`config.mk`:
```
export PLATFORM = sky130hd
export DESIGN_NAME = bist_sequencer
export DESIGN_NICKNAME = d
export VERILOG_FILES = /design/src/rtl/bist_pkg.sv /design/src/rtl/bist_cycle_counter.sv /design/src/rtl/bist_sequencer.sv
export SDC_FILE = /design/constraint.sdc
export NUM_CORES = 1
export LEC_CHECK = 0
export ABC_AREA = 1
export ABC_CLOCK_PERIOD_IN_PS = 3200
export BUFFER_PORTS_ARGS = -buffer_cell sky130_fd_sc_hd__buf_2
export CORE_AREA = 2 2 44 46
export DETAILED_ROUTE_END_ITERATION = 8
export DIE_AREA = 0 0 46 48
export GPL_TIMING_DRIVEN = 0
export PLACE_DENSITY = 0.79
export SYNTH_ARGS = -nofsm -noshare
export SYNTH_HDL_FRONTEND = slang
export SYNTH_SLANG_ARGS = --single-unit
```
`constraint.sdc`:
```
create_clock -name clock -period 3.2 [get_ports clock]
set_clock_uncertainty 0.2 [all_clocks]
set_input_delay 0.16 -clock clock [delete_from_list [all_inputs] [get_ports clock]]
set_output_delay 0.16 -clock clock [all_outputs]
set_load 0.01 [all_outputs]
```
`src/rtl/bist_pkg.sv`:
```
// Shared types and constants for the scan-BIST sequencer.
package bist_pkg;

  localparam int SIG_W = 8;
  localparam logic [SIG_W-1:0] SIGNATURE_VALID_DEFAULT = 8'h27;

  typedef enum logic [2:0] {
    ST_IDLE,
    ST_INIT,
    ST_SHIFT,
    ST_CAPTURE,
    ST_UNLOAD,
    ST_COMPARE,
    ST_DONE
  } state_t;

endpackage

```
`src/rtl/bist_cycle_counter.sv`:
```
// Loadable up-counter with a terminal-count flag; serves as both the
// shift-cycle counter and the pattern counter of the BIST sequencer.
module bist_cycle_counter #(
  parameter int WIDTH = 8
) (
  input  logic             clock,
  input  logic             reset,
  input  logic             load,
  input  logic [WIDTH-1:0] load_value,
  input  logic             inc,
  input  logic [WIDTH-1:0] terminal,
  output logic [WIDTH-1:0] count,
  output logic             tc
);

  logic [WIDTH-1:0] count_reg;

  // load has priority so a clear can never be lost to a simultaneous increment
  always_ff @(posedge clock) begin
    if (reset) begin
      count_reg <= '0;
    end else if (load) begin
      count_reg <= load_value;
    end else if (inc) begin
      count_reg <= count_reg + WIDTH'(1);
    end
  end

  assign count = count_reg;
  assign tc    = (count_reg == terminal);

endmodule

```
`src/rtl/bist_sequencer.sv`:
```
// Scan-based BIST run controller: seeds the LFSR, shifts/captures a fixed
// number of patterns, flushes the chain into the MISR and grades the signature.
module bist_sequencer
  import bist_pkg::*;
#(
  parameter int               CHAIN_LEN       = 8,
  parameter int               PATTERN_COUNT   = 16,
  parameter logic [SIG_W-1:0] SIGNATURE_VALID = SIGNATURE_VALID_DEFAULT
) (
  input  logic             clock,
  input  logic             reset,
  input  logic             bist_start,
  input  logic             bist_abort,
  input  logic [SIG_W-1:0] signature_in,
  output logic             lfsr_load,
  output logic             misr_clear,
  output logic             bist_running,
  output logic             scan_en,
  output logic             bist_end,
  output logic             pass_fail,
  output logic [7:0]       pattern_idx
);

  localparam int                 SHIFT_W      = $clog2(CHAIN_LEN + 1);
  localparam logic [SHIFT_W-1:0] SHIFT_LAST   = SHIFT_W'(CHAIN_LEN - 1);
  localparam logic [7:0]         PATTERN_LAST = 8'(PATTERN_COUNT - 1);

  state_t state_reg, state_next;
  logic   pass_fail_reg, pass_fail_next;

  logic               shift_load, shift_inc, shift_tc;
  logic [SHIFT_W-1:0] unused_shift_count;
  logic               pattern_load, pattern_inc, pattern_tc;
  logic [7:0]         pattern_count;

  // Shift counter sits at 0 outside SHIFT/UNLOAD, so each entry starts fresh
  assign shift_load   = !(state_reg == ST_SHIFT || state_reg == ST_UNLOAD);
  assign shift_inc    = !shift_load;
  assign pattern_load = (state_next == ST_IDLE) || (state_reg == ST_INIT);
  assign pattern_inc  = (state_reg == ST_CAPTURE);

  bist_cycle_counter #(.WIDTH(SHIFT_W)) u_shift_counter (
    .clock      (clock),
    .reset      (reset),
    .load       (shift_load),
    .load_value ('0),
    .inc        (shift_inc),
    .terminal   (SHIFT_LAST),
    .count      (unused_shift_count),
    .tc         (shift_tc)
  );

  bist_cycle_counter #(.WIDTH(8)) u_pattern_counter (
    .clock      (clock),
    .reset      (reset),
    .load       (pattern_load),
    .load_value (8'd0),
    .inc        (pattern_inc),
    .terminal   (PATTERN_LAST),
    .count      (pattern_count),
    .tc         (pattern_tc)
  );

  always_ff @(posedge clock) begin
    if (reset) begin
      state_reg     <= ST_IDLE;
      pass_fail_reg <= 1'b0;
    end else begin
      state_reg     <= state_next;
      pass_fail_reg <= pass_fail_next;
    end
  end

  always_comb begin
    state_next = state_reg;
    unique case (state_reg)
      ST_IDLE:    if (bist_start && !bist_abort) state_next = ST_INIT;
      ST_INIT:    state_next = ST_SHIFT;
      ST_SHIFT:   if (shift_tc) state_next = ST_CAPTURE;
      ST_CAPTURE: state_next = pattern_tc ? ST_UNLOAD : ST_SHIFT;
      ST_UNLOAD:  if (shift_tc) state_next = ST_COMPARE;
      ST_COMPARE: state_next = ST_DONE;
      ST_DONE:    if (!bist_start) state_next = ST_IDLE;
      default:    state_next = ST_IDLE;
    endcase
    if (bist_abort && state_reg inside {ST_INIT, ST_SHIFT, ST_CAPTURE, ST_UNLOAD, ST_COMPARE})
      state_next = ST_IDLE;
  end

  // The verdict only lives through DONE; any return to IDLE clears it
  always_comb begin
    pass_fail_next = 1'b0;
    if (state_reg == ST_COMPARE)
      pass_fail_next = (signature_in == SIGNATURE_VALID);
    else if (state_reg == ST_DONE)
      pass_fail_next = pass_fail_reg;
    if (state_next == ST_IDLE)
      pass_fail_next = 1'b0;
  end

  assign lfsr_load    = (state_reg == ST_INIT);
  assign misr_clear   = (state_reg == ST_INIT);
  assign bist_running = state_reg inside {ST_INIT, ST_SHIFT, ST_CAPTURE, ST_UNLOAD, ST_COMPARE};
  assign scan_en      = (state_reg == ST_SHIFT) || (state_reg == ST_UNLOAD);
  assign bist_end     = (state_reg == ST_DONE);
  assign pass_fail    = pass_fail_reg;
  assign pattern_idx  = pattern_count;

endmodule

```
### Word-level counts from Yosys, hierarchy flattened

Index checks and enable logic that the tools add are counted.

| word-level totals | value |
|---|---|
| register bits after elaboration | 16 |
| bits in latches | 0 |
| memory bits (writable) | 0 |
| memory bits (read-only) | 0 |
| input port bits | 12 |
| output and inout port bits | 14 |
| logic and storage cells | 37 |
| memories | 0 |

| operators by class | value |
|---|---|
| $add $sub $neg | 2 |
| multipliers | 0 |
| divide/modulo/power cells | 0 |
| $lt $le $gt $ge | 0 |
| equal/unequal tests | 10 |
| shifts and indexed selects | 0 |
| muxes and demuxes | 9 |
| bitwise gates (word level) | 1 |
| reductions and logical operators | 11 |

Operator list:

| cell | count |
|---|---|
| 3-bit one-hot mux with 7 select lines | 1 |
| 3-bit 2-to-1 mux | 6 |
| 3-bit equality test, second input constant | 3 |
| 8-bit by 1-bit adder with 8-bit output, second input constant | 1 |
| 8-bit by 4-bit equality test with 1-bit output, second input constant | 1 |
| 8-bit by 6-bit equality test with 1-bit output, second input constant | 1 |
| 3-bit by 2-bit equality test with 1-bit output, second input constant | 2 |
| 3-bit logical NOT | 2 |
| 2-bit OR reduction | 3 |
| 5-bit nonzero test | 1 |
| 4-bit by 1-bit adder with 4-bit output, second input constant | 1 |
| 4-bit by 3-bit equality test with 1-bit output, second input constant | 1 |
| 3-bit by 1-bit equality test with 1-bit output, second input constant | 1 |
| 1-bit logical AND | 2 |
| 1-bit logical OR | 2 |
| 1-bit 2-to-1 mux | 2 |
| 2-bit by 1-bit inequality test with 1-bit output, second input constant | 1 |
| 1-bit logical NOT | 1 |
| 1-bit inverter | 1 |

### Depth between registers and ports, before layout

| depth | value |
|---|---|
| depth after elaboration | 8 |
| mapped depth | 9 |
| gate-level depth less buffers | 9 |

### Modules after synthesis

Synthesis repeated with hierarchy kept, for this count alone.

| unflattened totals | value |
|---|---|
| cell total of the unflattened synthesis | 179 |
| area total of the unflattened synthesis | 1,168.6 um2 |

Modules (own cells, without submodules):

| module | times used | cells each | area each (um2) | sequential area each (um2) |
|---|---|---|---|---|
| bist_cycle_counter (u_pattern_counter) | 1 | 80 | 569.3 | 160.2 |
| bist_sequencer | 1 | 55 | 322.8 | 80.1 |
| bist_cycle_counter (u_shift_counter) | 1 | 44 | 276.5 | 80.1 |

### Least setup slack after synthesis

OpenSTA, ideal clock, no wires.

| timing | value |
|---|---|
| path type | register to register |
| start point | register u_pattern_counter.count_reg[0] (netlist: u_pattern_counter.count[0]) |
| end point | register u_pattern_counter.count_reg[3] (netlist: u_pattern_counter.count[3]) |
| arrival | 1.232 ns |
| data required time | 2.884 ns |
| slack | 1.652 ns |
| stages on the path, launching flop included | 9 |
| cell sequence | dfxtp_1 ha_1 nand3_1 o21bai_1 nand3_1 nand2_1 nand3_2 nand2_4 nor2_1 |

| between the ends | value |
|---|---|
| longest elaborated chain between the ends | 7 |

RTL lines:

| element | line | source |
|---|---|---|
| from (decl) | bist_cycle_counter.sv:16 | `logic [WIDTH-1:0] count_reg;` |
| from (signal assigned) | bist_cycle_counter.sv:23 | `count_reg <= load_value;` |
| from (signal assigned) | bist_cycle_counter.sv:25 | `count_reg <= count_reg + WIDTH'(1);` |
| 8-bit by 4-bit equality test with 1-bit output | bist_cycle_counter.sv:30 | `assign tc = (count_reg == terminal);` |
| 3-bit 2-to-1 mux | bist_sequencer.sv:80 | `ST_CAPTURE: state_next = pattern_tc ? ST_UNLOAD : ST_SHIFT;` |
| 3-bit one-hot mux with 7 select lines | bist_sequencer.sv:76 | `unique case (state_reg)` |
| 3-bit 2-to-1 mux | bist_sequencer.sv:86 | `if (bist_abort && state_reg inside {ST_INIT, ST_SHIFT, ST_CAPTURE, ST_UNLOAD, ST_COMPARE})` |
| 3-bit logical NOT | bist_sequencer.sv:39 | `assign pattern_load = (state_next == ST_IDLE) \|\| (state_reg == ST_INIT);` |
| 1-bit logical OR | bist_sequencer.sv:39 |  |
| 2-bit OR reduction (no source line) | - |  |

Parallel ways exist; a longest one is shown, timed or not.
A chain may end at the register's enable or synchronous reset.

### Worst setup path after layout

| timing | value |
|---|---|
| start point | register state_reg[0] |
| end point | output port scan_en |

| between the ends | value |
|---|---|
| longest elaborated chain between the ends | 2 |

RTL lines:

| element | line | source |
|---|---|---|
| from (decl) | bist_sequencer.sv:28 | `state_t state_reg, state_next;` |
| from (signal assigned) | bist_sequencer.sv:69 | `state_reg <= state_next;` |
| 3-bit by 2-bit equality test with 1-bit output or 3-bit equality test (tied branches) | bist_sequencer.sv:104 | `assign scan_en = (state_reg == ST_SHIFT) \|\| (state_reg == ST_UNLOAD);` |
| 1-bit logical OR (*) | bist_sequencer.sv:104 |  |
| to (decl) | bist_sequencer.sv:18 | `output logic scan_en,` |

Mark *: on every way between the ends. The rest lies on a longest branch, timed or not.

==> impl_results.md <==
* Outcome: complete, no violations
* Total of max-cap violations at 0
* Avg Vias per Cell at 4.78
* Slew Viols, Final at 0
* Post-layout net count at 170
* Lkg Pwr at 0.598 nW
* DIE AREA at 2210 sq um
* Grt total ovfl at 0
* Diode count at 0
* Post-layout min period at 1770 ps
* CTS sink count at 16
* Number of global-route vias before repair at 664
* Layout cells sized above 1 at 0.258
* Setup TNS at 0 ps
* Layout overhead on the synthesized area at 22.9%
* Initial antenna violation count at 0
* Worst Setup Path Type: flop to output pin
* CTS Buffer Depth at 2
* Syn Area/Cell at 7.12 sq um
* Post-route setup slack at 1430 ps
* Met3 GRT Util at 0.0340
* Arrival @ worst endpoint at 1410 ps
* DRT iter0 DRCs at 14
* Cts repair resizes at 0
* Starting Density at 0.523
* Filler Cells Inserted at 151
* Detailed-router iteration count before antenna repair at 4
* FP Rows at 15
* Num ports at 26
* Placement Setup Slack at 1550 ps
* Placed insts at 166
* Post-synthesis net count at 138
* TritonCTS Buffers at 3
* Met1 Use GR at 0.195
* Clk_lat worst skew at 290 ps
* Netlist cell types at 22
* IO Port Bufs at 25
* Max reg flops at 8
* Root buffer cell: clkbuf_4
* Fin cells at 172
* DRC Markers at 0
* Setup bufs post-CTS at 0
* Mapped Area at 883 sq um
* Pin count of the biggest net entering global routing at 10
* Fmax at 566 MHz
* Chip height at 48 microns
* GR peak layer: met2
* Worst vdd rail ir drop at 254 uV
* Mapped Cells at 124
* Worst hold-check path type: input port to flop
* Fin. Hold Viols at 0
* Final antenna-violating net count at 0
* Sequential fraction of the synthesis area at 0.363
* Wirelength per Cell at 9.22 microns
* Startpoint types: flop
* M2 GR Usage at 0.275
* First-pass GRT wire length at 2540 microns
* Final period utilization at 0.552
* Die span in x at 46 microns
* Maximum fanout along the worst path at 6
* Htree depth at 1
* Pwr/cell area at 351 nW/um^2
* WL final at 1590 microns
* GPL Wtd Cong at 0.793
* Via count at 823
* Clk slew on worst S/H paths at 100 ps
* FF/Latch Area at 320 sq um
* Max-slew headroom at 0.790
* Multi-input logic area at 458 sq um
* Worst slew pin tran at 314 ps
* FF+latch count, synth at 16
* CTS tree: done
* HPWL after DPL at 1270 microns
* Tot GR Track Use at 0.168
* WP data required at 2840 ps
* CP endpoint kind: output pin
* RSZ-0062 raised after global routing: false
* Final setup violation count at 0
* Core area at 1690 sq um
* Yosys warns at 0
==> worst max-delay path: stages, from the launching register on <==
cell     delay (ps)
dfxtp_1         410
nor2_1          250
inv_1            90
o21ai_0         200
buf_2           170
==> cell usage in the layout, fill, tap and decap left out, types with 2 or more instances in the layout <==
cell type / count
nand3_4: 2
xnor2_1: 4
dlygate4sd3_1: 2
dfxtp_1: 16
clkbuf_4: 3
nand4_1: 3
inv_1: 24
buf_2: 25
xor2_1: 5
inv_2: 2
ha_1: 2
nand3_1: 12
nand2_1: 24
nor2_1: 19
==> power breakdown <==
group          internal, mW  switching, mW  total (mW)
Combinational        0.0184         0.0233      0.0417
Sequential            0.201        0.00399       0.205
Clock                0.0693         0.0650       0.134
Total                 0.289         0.0922       0.381
==> final cells by class <==
type | count | area share
Buffer | 1 | 0.00691
Clock buffer | 4 | 0.0334
Inverter | 26 | 0.0899
Multi-Input combinational cell | 81 | 0.422
Sequential cell | 16 | 0.295
Tap cell | 17 | 0.0196
Timing Repair Buffer | 27 | 0.134
==> cell usage after synthesis, drive strengths merged <==
master	instances	area, sq um
inv	26	97.6
nand2	26	108
nor2	20	77.6
dfxtp	16	320
nand3	15	105
xor2	5	43.8
xnor2	4	35.0
nand4	3	18.8
ha	2	25.0
o21ai	2	13.8
a21oi	1	8.76
buf	1	7.51
nand3b	1	7.51
o21bai	1	7.51
o31ai	1	7.51
==> kinds of logic (layout without fill, tap and decap cells) <==
logic type	count (synthesis)	count (layout)	synth area share
buffers and inverters	27	58	0.119
xor gates and xnor gates	9	9	0.0892
AOI/OAI and AO/OA	5	5	0.0425
adders and majority gates	2	2	0.0283
DFF	16	16	0.363
and+or+nand+nor	65	65	0.358
==> timing repair <==
action                     CTS  global route
setup endpoints to repair    0             0
hold endpoints to repair     2             0
hold buffers                 2             0
==> layer usage <==
layer,routed length (microns),vias up,share of wire
met2,734,21,0.46
met5,0,-,0
li1,-,440,-
met3,71,4,0.045
met1,739,358,0.47
met4,41,0,0.026
==> final timing paths <==
path	to	cells after the start	startpoint	slack [ps]
worst max-delay path	scan_en	4	state_reg[0]$_SDFF_PP0_	1430
worst min-delay path	pass_fail$_SDFFE_PP0P_	5	signature_in[3]	30
worst max register to register	u_pattern_counter.count[6]$_SDFFE_PP0P_	9	state_reg[2]$_SDFF_PP0_	1520
worst min register to register	u_shift_counter.count[0]$_SDFF_PP0_	1	u_shift_counter.count[0]$_SDFF_PP0_	250
==> through the flow <==
stage	instance area, sq um	total power, mW	util	hold WS, ps
finish	1090	0.381	0.643	34.7
global route	1090	0.406	0.643	85.9
CTS	1090	0.388	0.643	26.5
detailed placement	1030	0.250	0.610	242
global placement	1030	0.249	0.610	234
floorplan	883	0.235	-	161
No activity file was read; power rests on OpenSTA's default activity.
